--- config.mk ---
export PLATFORM = sky130hd
export DESIGN_NAME = alu_seq_ctrl
export DESIGN_NICKNAME = d
export VERILOG_FILES = /design/src/rtl/alu_seq_ctrl.sv
export SDC_FILE = /design/constraint.sdc
export NUM_CORES = 1
export LEC_CHECK = 0
export BUFFER_PORTS_ARGS = -buffer_cell sky130_fd_sc_hd__buf_2
export CORE_AREA = 2 2 134 136
export CTS_CLUSTER_DIAMETER = 200
export CTS_CLUSTER_SIZE = 28
export DETAILED_ROUTE_END_ITERATION = 10
export DIE_AREA = 0 0 136 138
export PLACE_DENSITY = 0.62
export SKIP_LAST_GASP = 1
export SYNTH_ARGS = -nofsm -noshare
export SYNTH_HDL_FRONTEND = slang
export SYNTH_SLANG_ARGS = --single-unit
--- constraint.sdc ---
create_clock -name clk -period 3.8 [get_ports clk]
set_input_delay 0.38 -clock clk [delete_from_list [all_inputs] [get_ports clk]]
set_output_delay 0.38 -clock clk [all_outputs]
set_load 0.1 [all_outputs]
--- src/rtl/alu_seq_ctrl.sv ---
// Multi-cycle sequencer for a combinational N-bit ALU: single-pass ops take one
// ALU pass, shifts repeat the ALU's 1-bit shift shamt times through work register w.
module alu_seq_ctrl #(
    parameter int N   = 32,
    parameter int SHW = 5
) (
    input  logic           clk,
    input  logic           rst,
    input  logic           start,
    input  logic [3:0]     op,
    input  logic [N-1:0]   a,
    input  logic [N-1:0]   b,
    input  logic [SHW-1:0] shamt,
    output logic [N-1:0]   alu_a,
    output logic [N-1:0]   alu_b,
    output logic [3:0]     alu_ctrl,
    input  logic [N-1:0]   alu_result,
    input  logic [3:0]     alu_flags,
    output logic           busy,
    output logic           done,
    output logic           err,
    output logic [N-1:0]   result,
    output logic [3:0]     flags
);

    typedef enum logic [1:0] {IDLE, EXEC, DONE} state_t;

    state_t         state, state_next;
    logic [3:0]     op_q, op_next;
    logic [N-1:0]   w_q, w_next;
    logic [N-1:0]   b_q, b_next;
    logic [SHW-1:0] cnt_q, cnt_next;
    logic [N-1:0]   result_q, result_next;
    logic [3:0]     flags_q, flags_next;
    logic           err_q, err_next;

    logic op_shift;
    logic op_illegal;

    assign op_shift   = (op >= 4'd6) && (op <= 4'd9);
    assign op_illegal = (op > 4'd9);

    // NOTE: sequential state uses non-blocking assignments only, so every
    // register samples the pre-edge values computed by the combinational block.
    always_ff @(posedge clk) begin
        if (rst) begin
            state    <= IDLE;
            op_q     <= '0;
            w_q      <= '0;
            b_q      <= '0;
            cnt_q    <= '0;
            result_q <= '0;
            flags_q  <= '0;
            err_q    <= 1'b0;
        end else begin
            state    <= state_next;
            op_q     <= op_next;
            w_q      <= w_next;
            b_q      <= b_next;
            cnt_q    <= cnt_next;
            result_q <= result_next;
            flags_q  <= flags_next;
            err_q    <= err_next;
        end
    end

    // NOTE: every signal written here gets a default first; a missing default on
    // any path would infer a latch.
    always_comb begin
        state_next  = state;
        op_next     = op_q;
        w_next      = w_q;
        b_next      = b_q;
        cnt_next    = cnt_q;
        result_next = result_q;
        flags_next  = flags_q;
        err_next    = err_q;
        alu_a       = '0;
        alu_b       = '0;
        alu_ctrl    = '0;

        case (state)
            IDLE: begin
                if (start) begin
                    op_next = op;
                    w_next  = a;
                    b_next  = b;
                    if (op_illegal) begin
                        result_next = '0;
                        flags_next  = '0;
                        err_next    = 1'b1;
                        state_next  = DONE;
                    end else if (op_shift && (shamt == '0)) begin
                        // Zero-distance shift bypasses the ALU entirely.
                        result_next = a;
                        flags_next  = '0;
                        err_next    = 1'b0;
                        state_next  = DONE;
                    end else begin
                        cnt_next   = op_shift ? shamt : SHW'(1);
                        state_next = EXEC;
                    end
                end
            end
            EXEC: begin
                alu_a    = w_q;
                alu_b    = b_q;
                alu_ctrl = op_q;
                w_next   = alu_result;
                cnt_next = cnt_q - 1'b1;
                if (cnt_q == SHW'(1)) begin
                    result_next = alu_result;
                    flags_next  = alu_flags;
                    err_next    = 1'b0;
                    state_next  = DONE;
                end
            end
            DONE: begin
                state_next = IDLE;
            end
            default: begin
                state_next = IDLE;
            end
        endcase
    end

    assign busy   = (state == EXEC);
    assign done   = (state == DONE);
    assign err    = err_q;
    assign result = result_q;
    assign flags  = flags_q;

endmodule

# --- After elaboration in Yosys (flattened, before gate mapping) ---
# Index checks and enable logic that the tools add are counted.
totals:
  regBits: 112
  in_bits: 112
  output_inout_bits: 107
classes:
  addsub: 1
  magnitude_cmp: 3
  n_eq_ne: 8
  n_mux: 30
  n_reduce_logical: 10
op_table:
  columns: ["cell", "count"]
  rows:
  - ["32-bit two-way mux", 7]
  - ["32-bit case mux with 2 select lines", 2]
  - ["4-bit two-way mux", 5]
  - ["5-bit two-way mux", 4]
  - ["5-bit case mux with 2 select lines", 1]
  - ["2-bit two-way mux", 4]
  - ["4-bit case mux with 2 select lines", 1]
  - ["4-bit AND reduction", 2]
  - ["2-bit != test (second input constant)", 3]
  - ["2-bit AND reduction", 3]
  - ["5-bit by 1-bit equality test with 1-bit output (second input constant)", 1]
  - ["5-bit logical NOT", 1]
  - ["5-bit by 1-bit subtractor with 5-bit output (second input constant)", 1]
  - ["4-bit by 3-bit >= comparator with 1-bit output (second input constant)", 1]
  - ["4-bit greater-than comparator (second input constant)", 1]
  - ["4-bit less-or-equal comparator (second input constant)", 1]
  - ["1-bit two-way mux", 4]
  - ["2-bit case mux with 2 select lines", 1]
  - ["3-bit != test (second input constant)", 1]
  - ["2-bit by 1-bit equality test with 1-bit output (second input constant)", 1]
  - ["2-bit equality test (second input constant)", 1]
  - ["1-bit logical AND", 2]
  - ["2-bit logical NOT", 1]
  - ["2-bit by 1-bit != test with 1-bit output (second input constant)", 1]
  - ["2 further kinds", 2]

# --- Longest topological paths before layout ---
# Gate-level depths: netlist of run 1.
logic_depth:
  word_depth: 7
  ltp_mapped: 9
  depth_no_buf: 6

# --- Least setup slack after synthesis of run 1 ---
# OpenSTA, ideal clock, no wires.
synth_path:
  path_type: "register to output"
  from: "reg state[1]"
  to: "out alu_a[10]"
  t_arrival_ns: 2.639
  t_required_ns: 3.420
  setup_slack_ns: 0.781
  stages_incl_launch_ff: 6
  cell_sequence: "dfxtp_1 nand2b_1 inv_1 buf_2 clkbuf_1 and2_1"
synth_via:
  elab_chain_cells: 2
synth_rtl:
  columns: ["item", "line_no", "rtl"]
  rows:
  - ["start: declaration", "28", "state_t state, state_next;"]
  - ["start signal: assignment", "56", "state <= state_next;"]
  - ["2-bit by 1-bit equality test with 1-bit output", null, null]
  - ["net busy", "19", "output logic busy,"]
  - ["32-bit two-way mux", "82", "case (state)"]
  - ["end: declaration", "14", "output logic [N-1:0] alu_a,"]
# The timed path passes the listed nets, and every way through them passes these cells.

# --- Worst setup path after layout of run 1 ---
layout_path:
  from: "reg state[1]"
  to: "out alu_a[1]"
layout_via:
  elab_chain_cells: 2
layout_rtl:
  columns: ["item", "line_no"]
  rows:
  - ["2-bit by 1-bit equality test with 1-bit output", "82"]
  - ["32-bit two-way mux", "82"]
# No other way between the ends.

==> results of run 1 <==
[Yosys cell counts (3+ instances only)]
cell,count
nor2_1,29
and2_1,69
a22oi_1,46
inv_1,4
clkbuf_1,43
buf_1,3
mux2i_1,4
a211oi_1,34
buf_2,8
nand2_1,133
buf_6,3
buf_4,3
nand3_1,4
a21oi_1,85
dfxtp_1,112
xor2_1,3
a311oi_1,21
[through the flow]
| stage | utilization (%) | cells | area, sq um | setup WS, ns |
|---|---|---|---|---|
| global placement | 36.1 | 1030 | 6330 | 1.23 |
| floorplan | - | 634 | 5120 | 0.781 |
| global route | 37.9 | 1044 | 6640 | 0.698 |
| finish | 37.9 | 1045 | 6650 | 0.847 |
| CTS | 37.9 | 1044 | 6640 | 0.817 |
| detailed placement | 36.1 | 1030 | 6330 | 1.22 |
[registers in the layout, indices dropped and copies added, names as in the netlist]
name    count
err         1
cnt_q       5
b_q        32
result     32
state       2
flags       4
op_q        4
w_q        32
[final cells by class]
class	count	share of cell area, %
Antenna cell	1	0.0377
Timing Repair Buffer	227	17.5
Clock buffer	10	3.60
Inverter	4	0.264
Tap cell	229	4.31
Clock inverter	4	1.17
Sequential cell	112	33.7
Multi-Input combinational cell	458	39.4
[final timing paths]
check	start	to
max reg2reg	state[1]$_SDFFE_PP0P_	flags[1]$_SDFFE_PP0P_
min	b[6]	b_q[6]$_SDFFE_PP0P_
max	state[1]$_SDFFE_PP0P_	alu_a[1]
min reg2reg	b_q[27]$_SDFFE_PP0P_	b_q[27]$_SDFFE_PP0P_
[logic make-up (layout without fill, tap and decap cells)]
group	count (synthesis)	after routing	share of synthesized area, %
other	0	1	0
AOI/OAI and AO/OA	201	201	26.2
adders and majority gates	2	2	0.488
xor gates and xnor gates	3	3	0.513
buffers and inverters	64	245	5.54
and+or+nand+nor	248	248	22.7
DFF	112	112	43.7
muxes	4	4	0.781
[routing by layer]
metal	wire length, microns	up-vias	GRT usage (%)
met5	0	-	0
met4	140	0	3.62
met3	1240	9	4.66
met2	7440	188	27.7
met1	7620	2410	22.4
li1	-	2578	-
[worst max-delay path, cell delays in order, from the launching register on]
cell	delay [ns]
dfxtp_1	0.39
nand2b_2	0.23
inv_4	0.60
buf_4	0.37
and2_1	0.16
buf_2	0.43
[power by group]
group / internal, uW / leakage (uW) / total, uW / switching, uW
logic: 260 / 0.00191 / 1150 / 888
clock network: 595 / 0.000155 / 1040 / 443
registers: 1300 / 0.000922 / 1360 / 65.9
==> results_dict.tcl, run 1 <==
set metrics [dict create \
    worstPathMaxFanout 90 \
    postCtsSetupBuffers 0 \
    die_height_microns 138 \
    synth_fp_nets 748 \
    worstSkewPairLatency_ns 0.35 \
    grt_max_degree 91 \
    synthDistinctLibCells 41 \
    crit_type "register to primary output" \
    status "finished, final reports clean" \
    cts_max_path_buffers 2 \
    htree_levels 3 \
    post-route-period-util_pct 77.7 \
    io-pin-count 219 \
    cp_data_arrival_time_ns 2.57 \
    routedWlPerCell_microns 15.7 \
    wl_microns 16400 \
    post_cts_resized 0 \
    seq_area_sq_um 2240 \
    grt_usage_pct 17.0 \
    fmax_mhz 339 \
    fillerInstances 1875 \
    max_slew_margin_pct 36.2 \
    first_global_vias 4912 \
    dp_hpwl_microns 11000 \
    clock_skew_ns 0.00938 \
    critPathCaptureType "primary output" \
    max-vdd-ir-drop_v 0.000245 \
    firstDrtPassIters 4 \
    most-common-layout-cells "217 x buf_2, 132 x nand2_1, 112 x dfxtp_1, 85 x a21oi_1, 68 x and2_1" \
    area_growth_pct 29.7 \
    clkSlewWorstSetupHoldPaths_ns 0.08 \
    cp.required_ns 3.42 \
    worstMarginPinSlew_ns 0.955 \
    finalSetupViolCount 0 \
    ys_ff_latch 112 \
    p_total_uw 3550 \
    rsz0062_at_grt "no" \
    ys.flop_type "dfxtp_1" \
    netlist_instances 634 \
    cts_root_buf "clkbuf_16" \
    syn-mean-instance-area_sq_um 8.08 \
    num_rows 49 \
    cts_tree "built" \
    drv_slew 0 \
    multi_input_area_sq_um 2620 \
    antenna_found_initial 0 \
    synth_top_area_share_pct 43.7 \
    dieWidth_microns 136 \
    hold_buffers 0 \
    hold_viol 0 \
    viasPerCell 4.96 \
    hold_class "input port to register" \
    overflow 0 \
    max_cap_violations 0 \
    yosysWarnings 0 \
    worstSetupStartpointType "register" \
    core_area_sq_um 17500 \
    p_per_area_nw_per_um2 534 \
    io_buffers 218 \
    yosys.area.top_type "dfxtp_1" \
    place_congestion 0.779 \
    reg2regPathDepth 5 \
    routed-via-count 5185 \
    drc 0 \
    numClockSinks 112 \
    ff2ff_setup_slack_ns 1.28 \
    synth_edf_count 0 \
    holdPathStages 3 \
    fin_setup_tns_ns 0 \
    initial_core_util_pct 29.2 \
    die_area_sq_um 18800 \
    ys_seq_area_share_pct 43.7 \
    drive_above_1_share_pct 30.8 \
    cts_buffers 9 \
    synth_area_leaders "dfxtp_1 44%, nand2_1 9.7%, and2_1 8.4%" \
    timing.hold.ws_ns 0.257 \
    synthArstFlopShare_pct 0 \
    layout_commonest_cell "buf_2" \
    period_needed_ns 2.95 \
    antenna_left 0 \
    p_leak_uw 0.00299 \
    nNetsFinal 926 \
    drt-initial-drc-count 258 \
    netlist_area_sq_um 5120 \
    grt_pass1_wl_microns 25600 \
]
Note: power is estimated with default switching activity, not from simulation.
==> run 2: changes to the inputs <==
Settings changed: ABC_AREA from default to 1, CORE_AREA 2 2 134 136 to 2 2 139 141, DIE_AREA 0 0 136 138 to 0 0 141 143, PLACE_DENSITY 0.62 to 0.61.
Clock period 3.8 ns to 3.05 ns, I/O delays scaled along.
==> run 2 against run 1 <==
Effect of this change:
- cell count rose by 20%
- worst setup slack got worse by 0.23 ns
- clock-buffer cell count fell by 1
- power rose by 30%
- clock skew rose by 0.0013 ns
- synthesized cell count rose by 31%
- critical path type unchanged
==> results_dict.tcl, run 2 <==
set metrics [dict create \
    overflow 0 \
    dieWidth_microns 141 \
    synth_edf_count 0 \
    routed-via-count 5625 \
    most-common-layout-cells "218 x buf_2, 167 x nor2_1, 127 x nand2_1, 112 x dfxtp_1, 111 x inv_1" \
    ff2ff_setup_slack_ns 0.92 \
    core_area_sq_um 18600 \
    crit_chain "nand2_4, buf_12, nor2_1, buf_2" \
    worstSetupStartpointType "register" \
    area_growth_pct 25.8 \
    critPathLaunch "state[0]$_SDFFE_PP0P_" \
    hp-start "alu_flags[2]" \
    grt_max_degree 118 \
    finalSetupViolCount 0 \
    seq_area_sq_um 2240 \
    layout_commonest_cell "buf_2" \
    syn-mean-instance-area_sq_um 6.66 \
    rsz0062_at_grt "no" \
    viasPerCell 4.50 \
    initial_core_util_pct 29.7 \
    max_cap_violations 0 \
    p_per_area_nw_per_um2 662 \
    grt_usage_pct 16.4 \
    p_leak_uw 0.00351 \
    cp_data_arrival_time_ns 2.13 \
    nNetsFinal 1123 \
    clkSlewWorstSetupHoldPaths_ns 0.08 \
    num_rows 50 \
    netlist_instances 829 \
    routedWlPerCell_microns 13.5 \
    fmax_mhz 411 \
    critPathCaptureType "primary output" \
    ys.flop_type "dfxtp_1" \
    synth_area_leaders "dfxtp_1 41%, nor2_1 11%, nand2_1 8.6%" \
    worstSkewPairLatency_ns 0.36 \
    cp.required_ns 2.74 \
    drv_slew 0 \
    fin_setup_tns_ns 0 \
    first_global_vias 5112 \
    worstPathMaxFanout 117 \
    drc 0 \
    multi_input_area_sq_um 2490 \
    cts_max_path_buffers 2 \
    io-pin-count 219 \
    grt_pass1_wl_microns 26200 \
    synthArstFlopShare_pct 0 \
    postCtsSetupBuffers 0 \
    max_slew_margin_pct 57.6 \
    io_buffers 218 \
    post_cts_resized 0 \
    worstMarginPinSlew_ns 0.636 \
    wl_microns 16900 \
    period_needed_ns 2.43 \
    antenna_left 0 \
    yosysWarnings 0 \
    max-vdd-ir-drop_v 0.000328 \
    drt-initial-drc-count 340 \
    drive_above_1_share_pct 25.8 \
    ys_ff_latch 112 \
    hold_class "input port to register" \
    rr_startpoint "state[1]$_SDFFE_PP0P_" \
    ys_seq_area_share_pct 40.6 \
    timing.hold.ws_ns 0.168 \
    yosysMostFrequentCell "nor2_1" \
    slowest_stage "buf_2" \
    htree_levels 3 \
    numClockSinks 112 \
    hold_viol 0 \
    die_area_sq_um 20200 \
    cts_buffers 9 \
    synthDistinctLibCells 27 \
    clock_skew_ns 0.0107 \
    cts_tree "built" \
    synth.top_cells.by_count "167 x nor2_1, 127 x nand2_1, 112 x dfxtp_1" \
    synth_top_area_share_pct 40.6 \
    cts_root_buf "clkbuf_16" \
    firstDrtPassIters 5 \
    die_height_microns 143 \
    crit_type "register to primary output" \
    path_buf_inv 2 \
    critical_path.max_stage_delay_ns 0.46 \
    yosys.area.top_type "dfxtp_1" \
    antenna_found_initial 2 \
    status "finished, final reports clean" \
    place_congestion 0.880 \
    synth_fp_nets 943 \
    netlist_area_sq_um 5520 \
    crit_family "buffers and inverters" \
    fillerInstances 2055 \
    dp_hpwl_microns 12100 \
    post-route-period-util_pct 79.7 \
    hold_buffers 0 \
]
-- run 2: changes by cell type after synthesis, sizes merged, moves of 20 or more --
| cell | delta |
|---|---|
| a311oi | -21 |
| inv | +111 |
| clkbuf | -24 |
| nor2 | +141 |
| and2 | -69 |
| buf | +20 |
| a211oi | -34 |
| a22oi | -46 |
| o21ai | +93 |
| nand3 | +39 |
-- run 2: worst reg2reg max path, stage by stage, from the launching register on --
cell	delay [ns]
dfxtp_1	0.38
inv_1	0.10
nand2_4	0.31
nand2_2	0.36
inv_2	0.55
o21ai_0	0.23
a21oi_1	0.14
-- run 2: cells by family after synthesis --
group | share of synthesized area, %
flops | 40.6
buf+inv | 14.4
fa+ha+maj | 0.453
compound gates | 18.6
simple gates | 26.0
-- run 2: layout make-up --
cell class,count,share of cell area (%)
Clock inverter,7,1.28
Inverter,116,6.30
Tap cell,234,4.21
Antenna cell,2,0.0720
Multi-Input combinational cell,545,35.8
Sequential cell,112,32.3
Timing Repair Buffer,225,16.8
Clock buffer,9,3.24
-- run 2: path summary, 6_finish.rpt --
path,end,depth (start not counted)
min reg2reg,b_q[25]$_SDFFE_PP0P_,2
min,flags[2]$_SDFFE_PP0P_,3
max,alu_a[26],4
max reg2reg,w_q[8]$_SDFFE_PP0P_,6
-- run 2: per-stage QoR --
stage,cell area [sq um],utilization [%],total power [uW],std cells,setup slack [ns]
floorplan,5520,-,3110,829,0.389
global placement,6630,35.7,3380,1232,0.962
detailed placement,6630,35.7,3390,1232,0.926
CTS,6940,37.4,4660,1248,0.589
global route,6950,37.4,4880,1250,0.493
finish,6950,37.4,4600,1250,0.620
-- run 2: power breakdown --
part	switching, uW	leakage (uW)	internal [uW]
logic	1290	0.00244	344
clock network	596	0.000149	654
registers	73.3	0.000926	1640
total	1960	0.00351	2640
-- run 2: routing by layer --
layer / wire length [microns] / track usage (%) / share of wire, % / vias up
met4: 453 / 6.74 / 2.7 / 0
met3: 1080 / 3.89 / 6.4 / 27
met1: 7880 / 22.0 / 47 / 2464
met2: 7450 / 25.4 / 44 / 176
met5: 0 / 0 / 0 / -
li1: - / - / - / 2958
==> run 3: changes to the inputs <==
Clock period 3.05 ns to 2.3 ns, I/O delays scaled along.
==> run 3 against run 2 <==
Effect of this change:
- utilization rose by 3.3 points
- wire length up 0.46%
- largest power group is now combinational cells
- power increased by 39%
- non-clock buffer count increased by 5
- global-route usage is 0.31 points lower
- sequential power grew 33%
- sequential share of layout area shrank 2.6 points
==> results_dict.tcl, run 3 (synthesis results as in run 2) <==
set metrics [dict create \
    rr_startpoint "state[0]$_SDFFE_PP0P_" \
    p_int_uw 3780 \
    post_cts_resized 0 \
    cp.required_ns 2.07 \
    layout_commonest_cell "buf_2" \
    die_area_sq_um 20200 \
    core_area_sq_um 18600 \
    cts_buffers 9 \
    status "finished, final reports clean" \
    cts_tree "built" \
    routedWlPerCell_microns 13.5 \
    overflow 0 \
    critPathLaunch "state[0]$_SDFFE_PP0P_" \
    place_congestion 0.898 \
    hold_buffers 0 \
    most-common-layout-cells "191 x buf_2, 127 x nor2_1, 127 x nand2_1, 112 x dfxtp_1, 111 x inv_1" \
    first_global_vias 5055 \
    worstPathMaxFanout 52 \
    initial_core_util_pct 29.7 \
    hold_viol 0 \
    viasPerCell 4.49 \
    timing.hold.ws_ns 0.103 \
    fin_ws_ns 0.158 \
    p_total_uw 6390 \
    period_needed_ns 2.14 \
    grt_max_degree 73 \
    drive_above_1_share_pct 30.1 \
    routed-via-count 5650 \
    combPwrFrac_pct 35.9 \
    critPathCaptureType "primary output" \
    worstSkewPairLatency_ns 0.35 \
    dieWidth_microns 141 \
    post-route-period-util_pct 93.1 \
    postCtsSetupBuffers 0 \
    grt_pass1_wl_microns 25900 \
    dp_hpwl_microns 12400 \
    rsz0062_at_grt "no" \
    seqPwrFrac_pct 35.6 \
    cts_max_path_buffers 2 \
    max_slew_margin_pct 58.6 \
    wl_microns 16900 \
    nNetsFinal 1128 \
    worstSetupStartpointType "register" \
    clock_skew_ns 0.00903 \
    fmax_mhz 467 \
    cp_data_arrival_time_ns 1.91 \
    num_rows 50 \
    grt_usage_pct 16.1 \
    area_growth_pct 36.9 \
    hp-start "alu_flags[1]" \
    ff2ff_setup_slack_ns 0.49 \
    drt-initial-drc-count 264 \
    p_leak_uw 0.00363 \
    p_per_area_nw_per_um2 845 \
    fillerInstances 1967 \
    hold_class "input port to register" \
    htree_levels 3 \
    max_cap_violations 0 \
    numClockSinks 112 \
    die_height_microns 143 \
    drv_slew 0 \
    p_sw_uw 2600 \
    antenna_left 0 \
    io-pin-count 219 \
    p_clk_share_pct 28.5 \
    reg2regPathDepth 7 \
    cts_root_buf "clkbuf_16" \
    hold_path_end "flags[1]$_SDFFE_PP0P_" \
    finalSetupViolCount 0 \
    r2r_end "result[5]$_SDFFE_PP0P_" \
    p_sw_share_pct 40.8 \
    crit_type "register to primary output" \
    drc 0 \
    firstDrtPassIters 5 \
    place_ws_ns 0.520 \
    max-vdd-ir-drop_v 0.000349 \
    holdPathStages 3 \
    antenna_found_initial 6 \
    clkSlewWorstSetupHoldPaths_ns 0.08 \
    io_buffers 218 \
    worstMarginPinSlew_ns 0.620 \
]
-- run 3: cell types whose count changed in the layout (fill, tap and decap cells not counted) --
cell / delta
buf_2: -27
bufinv_16: +2
buf_4: +3
nor2_1: -40
clkinv_4: -2
nor2_2: +40
diode_2: +4
nand2_4: -1
clkinv_8: -1
buf_12: +29
nand2_8: +1
-- run 3: per-stage QoR --
step	cell area (sq um)	setup TNS, ns	instances	util (%)
6_report	7560	0	1258	40.7
5_1_grt	7560	0	1256	40.7
4_1_cts	7550	0	1252	40.6
3_5_place_dp	7210	0	1237	38.8
3_3_place_gp	7210	0	1237	38.8
2_1_floorplan	5620	-6.73	829	-
-- run 3: power by group through the flow --
stage	registers (uW)	clock network, uW	logic, uW
4_1_cts	2270	1890	2310
2_1_floorplan	2880	0	1270
3_3_place_gp	2310	0	2290
5_1_grt	2300	1960	2470
6_report	2270	1820	2290
3_5_place_dp	2320	0	2300
-- run 3: layer usage --
metal / up-vias / share of wire, % / wire length, microns / global-route usage [%]
met2: 163 / 45 / 7670 / 25.0
met3: 16 / 6.8 / 1140 / 4.63
met1: 2498 / 46 / 7850 / 21.5
met4: 0 / 1.7 / 289 / 5.63
met5: - / 0 / 0 / 0
li1: 2973 / - / - / -
-- run 3: critical path: stages (launching register included) --
cell,delay (ns)
dfxtp_1,0.50
nand2_8,0.20
buf_12,0.27
nor2_2,0.13
buf_2,0.43
-- run 3: final cells by class --
class / count / area [sq um] / share of cell area (%)
inverters: 116 / 438 / 5.79
clock buffers: 9 / 225 / 2.98
clock inverters: 6 / 115 / 1.52
flip-flops and latches: 112 / 2240 / 29.7
repair buffers: 230 / 1640 / 21.6
multi-input cells: 545 / 2600 / 34.3
diodes: 6 / 15.0 / 0.199
well taps: 234 / 293 / 3.87
-- run 3: worst max path at each step --
stage,endpoint
CTS,alu_a[29]
finish,alu_b[8]
floorplan,alu_a[0]
detailed placement,alu_a[29]
global placement,alu_a[29]
global route,alu_b[31]
